$ cat config.mk
export PLATFORM = sky130hd
export DESIGN_NAME = serv_pc_seq
export DESIGN_NICKNAME = d
export VERILOG_FILES = /design/src/rtl/serv_pc_seq.sv
export SDC_FILE = /design/constraint.sdc
export NUM_CORES = 1
export LEC_CHECK = 0
export ABC_AREA = 1
export BUFFER_PORTS_ARGS = -buffer_cell sky130_fd_sc_hd__buf_2
export CORE_AREA = 3 3 40 42
export CTS_BUF_LIST = sky130_fd_sc_hd__clkbuf_8
export CTS_CLUSTER_DIAMETER = 80
export CTS_CLUSTER_SIZE = 20
export DETAILED_ROUTE_END_ITERATION = 16
export DIE_AREA = 0 0 43 45
export PLACE_DENSITY = 0.88
export SLEW_MARGIN = 5
export SYNTH_ARGS = -nofsm -noshare
export SYNTH_HDL_FRONTEND = slang
export SYNTH_SLANG_ARGS = --single-unit
$ cat constraint.sdc
create_clock -name clk -period 2.08 [get_ports clk]
set_input_delay 0.208 -clock clk [delete_from_list [all_inputs] [get_ports clk]]
set_output_delay 0.208 -clock clk [all_outputs]
set_load 0.02 [all_outputs]
$ cat src/rtl/serv_pc_seq.sv
// Beat sequencer for the bit-serial PC path: fetch handshake, run-beat counter
// and the beat-position strobes consumed by serv_ctrl.
module serv_pc_seq #(
  parameter int W = 1
) (
  input  logic       clk,
  input  logic       i_rst_n,
  input  logic       i_ibus_ack,
  input  logic       i_go,
  input  logic       i_stall,
  output logic       o_ibus_cyc,
  output logic       o_pc_en,
  output logic       o_cnt0,
  output logic       o_cnt1,
  output logic       o_cnt2,
  output logic       o_cnt3,
  output logic       o_cnt03,
  output logic       o_cnt8,
  output logic       o_cnt12to31,
  output logic       o_cnt_done,
  output logic [4:0] o_pos
);

  typedef enum logic [1:0] {
    IDLE  = 2'd0,
    FETCH = 2'd1,
    WAIT  = 2'd2,
    RUN   = 2'd3
  } state_e;

  localparam logic [4:0] STEP = 5'(W);
  localparam logic [4:0] LAST = 5'(32 - W);

  state_e     state_q;
  logic [4:0] pos_q;
  logic       run;

  // The position wraps through the 5-bit add, so it is already 0 on FETCH entry.
  always_ff @(posedge clk) begin
    if (!i_rst_n) begin
      state_q <= IDLE;
      pos_q   <= '0;
    end else begin
      case (state_q)
        IDLE:    state_q <= FETCH;
        FETCH:   if (i_ibus_ack) state_q <= WAIT;
        WAIT: begin
          if (i_go) begin
            state_q <= RUN;
            pos_q   <= '0;
          end
        end
        RUN: begin
          if (!i_stall) begin
            pos_q <= pos_q + STEP;
            if (pos_q == LAST) state_q <= FETCH;
          end
        end
        default: state_q <= IDLE;
      endcase
    end
  end

  assign run         = (state_q == RUN);
  assign o_ibus_cyc  = (state_q == FETCH);
  assign o_pc_en     = run && !i_stall;
  assign o_cnt0      = run && (pos_q == 5'd0);
  assign o_cnt1      = run && (pos_q == 5'd1);
  assign o_cnt2      = run && (pos_q == 5'd2);
  assign o_cnt3      = run && (pos_q == 5'd3);
  assign o_cnt03     = run && (pos_q < 5'd4);
  assign o_cnt8      = run && (pos_q == 5'd8);
  assign o_cnt12to31 = run && (pos_q >= 5'd12);
  assign o_cnt_done  = run && (pos_q == LAST);
  assign o_pos       = run ? pos_q : 5'd0;

endmodule

After elaboration in Yosys (flattened, before gate mapping)
Cells that the tools add are included.

Reductions and logical operators: 15. Multiplexer cells: 9. Equal/unequal tests: 12. $add $sub $neg: 1. $lt $le $gt $ge: 2.

Operator list (count): 2-to-1 mux 5 bit (3); equality test 5 x 2 -> 1 bit, second input constant (2); one-hot mux 5 bit (2 select lines) (1); logical AND 1 bit (9); 2-to-1 mux 2 bit (4); one-hot mux 2 bit (4 select lines) (1); != test 2 bit, second input constant (3); adder 5 x 1 -> 5 bit, second input constant (1); equality test 5 x 1 -> 1 bit, second input constant (1); equality test 5 x 4 -> 1 bit, second input constant (1); equality test 5 bit, second input constant (1); greater-or-equal comparator 5 x 4 -> 1 bit, second input constant (1); logical NOT 5 bit (1); less-than comparator 5 x 3 -> 1 bit, second input constant (1); equality test 2 bit, second input constant (2); AND reduction 4 bit (1); AND reduction 3 bit (1); equality test 2 x 1 -> 1 bit, second input constant (1); logical NOT 2 bit (1); != test 2 x 1 -> 1 bit, second input constant (1); nonzero test 2 bit (1); logical NOT 1 bit (1).

Input port bits: 5. Register bits after elaboration: 7.

Logic depth before layout (Yosys ltp)
Depth in word-level cells: 4. Depth in mapped cells: 9. Mapped depth without buffers: 9.

Least setup slack after synthesis
No wires, ideal clock.

Path type: register -> output. Start: reg state_q[0]. End: out o_cnt12to31. Cell stages (with the launch flop): 5. Setup slack: 542 ps. Arrival: 1330 ps. Cells stage by stage: dfxtp_1 ha_1 buf_4 nand2_1 o21ai_0.

Word-level cells in the longest chain between the ends: 2.

Ends and longest elaborated chain: start: declaration (RTL line 34) `state_e state_q;`; start signal: assignment (RTL line 41) `state_q <= IDLE;`; start signal: assignment (RTL line 45) `IDLE: state_q <= FETCH;`; start signal: assignment (RTL line 46) `FETCH: if (i_ibus_ack) state_q <= WAIT;`; equality test 2 bit (RTL line 64) `assign run = (state_q == RUN);`; logical AND 1 bit (RTL line 73) `assign o_cnt12to31 = run && (pos_q >= 5'd12);`; end: declaration (RTL line 19) `output logic o_cnt12to31,`.

No other way between the ends.

Worst setup path after layout
Start: reg state_q[0]. End: out o_cnt8.

Word-level cells in the longest chain between the ends: 2.

Ends and longest elaborated chain: equality test 2 bit (RTL line 64); logical AND 1 bit (RTL line 72) `assign o_cnt8 = run && (pos_q == 5'd8);`; end: declaration (RTL line 18) `output logic o_cnt8,`.

No other way between the ends.

==> impl.org <==
** Status
- The flow ran to the end, and the final reports show no timing, DRC or antenna violations.

** CTS
- Post-CTS Setup Bufs :: 0
- Clock tree from TritonCTS :: yes
- Number of gates resized after cts :: 0
- For this design, the sink count on the clock tree is 7.
- Clock Path Buffers :: 2
- Clock Latency Late Sink :: 230 ps
- The root buffer cell chosen for the clock tree is sky130_fd_sc_hd__clkbuf_8.
- After clock tree synthesis, the flow added hold-fix buffers numbering 0.
- CTS built an H-tree with a depth of 1.
- Clk slew on worst S/H paths :: 40 ps
- Cts bufs inserted :: 3

** Final layout
- Final net count :: 136
- Leaving out fill and tap cells, the most frequent cell in the layout is sky130_fd_sc_hd__inv_1.
- Share of post-route cells with drive strength above 1 :: 0.279
- Leaving out fill and tap cells, the most frequent cells in the layout are 27 x sky130_fd_sc_hd__inv_1, 22 x sky130_fd_sc_hd__nand2_1, 19 x sky130_fd_sc_hd__buf_2.
- After routing the design area is ~800 sq um.
- The number of antenna diodes in the final layout is 0.
- Counting the fill cells in the layout gives approximately 130.
- Area growth from synthesis to final layout :: 23.1%

** Synthesis
- During synthesis, Yosys emitted a total of 0 warnings.
- In the synthesized netlist, the number of instances is 100.
- The synthesized-area fraction occupied by ao, oa, aoi and oai cells is 0.0573.
- For this run, the register share of the synthesized area comes to 0.214.
- In this run the mean area of a mapped cell was 6.56 sq um.
- Synthesis instantiated 18 different standard cells from the library.
- When the netlist entered floorplanning its net count stood at 113.
- Adder-Cell Fraction of Synth Area :: 0.153
- Share of cell area taken by muxes after synthesis :: 0
- Of the total synthesized cell area, the portion taken by XOR and XNOR cells is 0.
- Main combinational cell family by area after synthesis :: simple AND/OR/NAND/NOR gates
- Of the total synthesized cell area, the portion taken by AND, OR, NAND and NOR gates is 0.410.
- Post-synthesis cell area :: 656 sq um
- Post-synthesis register bit count :: 7

** Timing
- Between clock sinks in the finished design, the worst skew comes to about 1.9 ps.
- Fmax :: 0.536 GHz
- Setup repair after global routing left no endpoint under its margin.
- Measured against its own limit, the worst slew margin works out to 0.650.
- Setup violations remaining at the end of the flow were counted as 0.
- Of the available clock period, the critical path in the final layout requires 0.897.
- Endpoints failing hold :: 0
- Final Slew Violations :: 0
- Minimum period implied by the final worst setup slack :: 1870 ps
- Setup TNS :: 0 ps
- For the pin with the worst max-slew slack, the measured transition is 525 ps.

** Route
- For this run, the detailed router's first-pass iteration total came to 3.
- Vias post-DR :: approximately 630
- The routed design has between 1 and 1.5 mm of wire.
- For this block, the initial DRC count from the detailed router was 4.
- Routed Antenna Nets :: 0
- Average detailed-routed wire length per instance :: about 9.5 um
- DRC violation count after routing :: 0
- After detailed routing, the number of vias per cell comes to ~4.6.

** Job
- Maximum Capacitance Violations :: 0

** Global routing
- The initial antenna violation count was 0.
- Entering global routing, the biggest net connects 15 pins.
- The number of global-route vias before repair is 577.
- For this run, the total global-route usage over all layers was measured as 0.157.
- First-pass GRT wire length :: about 2.2 mm
- Residual overflow from global routing :: 0

** Setup path
- Reg-to-Reg Start :: state_q[0]$_SDFFE_PN0P_
- The largest individual stage delay along the critical path comes from the cell sky130_fd_sc_hd__ha_1.
- Category of cells accounting for the largest share of critical-path delay :: adder cells
- STA puts the critical path data required time at around 1900 ps.
- Data arrives at the worst endpoint at around 1700 ps.
- Walking the worst path, the cells encountered are ha_1 -> nand2_1 -> nor4_2 -> buf_2.
- The number of buffers and inverters on the critical path is 1.
- Tracing the worst setup path back leads to its startpoint at state_q[0]$_SDFFE_PN0P_.
- In this run the worst path has a maximum fanout of 14.
- CP peak stage delay :: around 500 ps
- The critical path in this run is classified as reg -> out.
- The worst setup path is captured at an output pin.
- STA classifies the critical path startpoint as a register.

** Pwr
- Summed over all nets, the switching power comes to between 300 and 400 uW.
- Of the total power, combinational logic draws 0.522.
- Internal power comes to 466 uW.
- Of the total power, the share spent switching nets is 0.460.
- Summed over all cells, the static leakage comes to between 0.0004 and 0.0005 uW.
- Of the total power, registers draw 0.259.
- The worst-case IR drop observed on VDD is between 0.5 and 0.6 mV.
- Clk network pwr share :: 0.219
- Total power for the finished layout comes to about 860 uW.
- Power density over the cells :: roughly 1100 nW/um^2

** Worst hold path
- The startpoint identified for the worst hold timing path is i_rst_n.
- Kind of path behind the tightest hold check :: in -> reg

** Place
- Number of buffers added on ports :: 19
- The wire-length estimate of the detail-placed layout is around 1.1 mm.
- Summing all placed instances gives a cell area of approximately 760 sq um.
- The congestion estimate from routability-driven global placement came to approximately 0.84.

** Floorplan
- During I/O placement, the number of pins put on the boundary was 20.
- Initial cell density of the core :: 0.510
- The core region is approximately 1300 sq um.
- The floorplan step set the die width to approximately 43 um.
- Total die area :: 1940 sq um
- Num rows :: 13
- Measured along the y axis, the die boundary spans between 40 and 50 um.
[flip-flops by register name (all words and copies together) (netlist names)]
name,count
pos_q,5
state_q,2
[per-stage QoR]
step | setup slack (ps) | util | std cells | hold slack, ps
2_1_floorplan | 542 | - | 100 | 334
3_3_place_gp | 543 | 0.593 | 133 | 499
3_5_place_dp | 442 | 0.593 | 133 | 509
4_1_cts | 197 | 0.628 | 137 | 267
5_1_grt | 98.7 | 0.628 | 137 | 291
6_report | 215 | 0.628 | 137 | 265
[worst paths after layout]
| check | end | slack [ps] | cells after the start |
|---|---|---|---|
| setup / recovery | o_cnt8 | 210 | 4 |
| hold reg to reg | state_q[1]$_SDFFE_PN0P_ | 530 | 2 |
| setup reg to reg | pos_q[0]$_SDFFE_PN0P_ | 560 | 8 |
| hold / removal | state_q[1]$_SDFFE_PN0P_ | 260 | 3 |
[power groups by stage]
stage,clock network (uW),logic [uW],registers (uW)
3_5_place_dp,0,457,226
3_3_place_gp,0,440,220
5_1_grt,204,517,231
6_report,189,451,224
4_1_cts,193,459,224
2_1_floorplan,0,376,215
[per-layer routing]
| metal | GRT usage | part of all wire |
|---|---|---|
| met5 | 0 | 0 |
| met4 | 0.108 | 0.028 |
| met3 | 0.0359 | 0.048 |
| met2 | 0.287 | 0.51 |
| met1 | 0.159 | 0.42 |
[worst register-to-register path: stages (launching register included)]
cell                      delay [ps]
sky130_fd_sc_hd__dfxtp_1         370
sky130_fd_sc_hd__ha_1            510
sky130_fd_sc_hd__inv_1           110
sky130_fd_sc_hd__nand2_2         100
sky130_fd_sc_hd__nand2_4          90
sky130_fd_sc_hd__nand2_4          90
sky130_fd_sc_hd__nand2_1          50
sky130_fd_sc_hd__nand2_1          50
sky130_fd_sc_hd__nor2_1           40
[cells in the mapped netlist, drive strengths merged]
| cell | n | area (sq um) |
|---|---|---|
| nand2 | 28 | 135 |
| inv | 27 | 101 |
| nor2 | 12 | 52.6 |
| ha | 8 | 100 |
| dfxtp | 7 | 140 |
| nand3 | 6 | 30.0 |
| a21oi | 4 | 27.5 |
| nand4 | 3 | 33.8 |
| o21ai | 2 | 10.0 |
| buf | 1 | 7.51 |
| nor3 | 1 | 5.00 |
| nor4 | 1 | 12.5 |
[logic make-up after synthesis]
| group | Yosys count |
|---|---|
| simple gates | 51 |
| buf+inv | 28 |
| fa+ha+maj | 8 |
| flops | 7 |
| compound gates | 6 |
[final cells by class]
cell class	instances	area [sq um]	share of cell area
Clock buffer	3	41.3	0.0512
Sequential cell	7	140	0.174
Timing Repair Buffer	19	95.1	0.118
Inverter	27	101	0.126
Multi-Input combinational cell	65	407	0.504
Clock inverter	1	3.75	0.00465
Tap cell	15	18.8	0.0233
(Power assumes the default switching activity.)
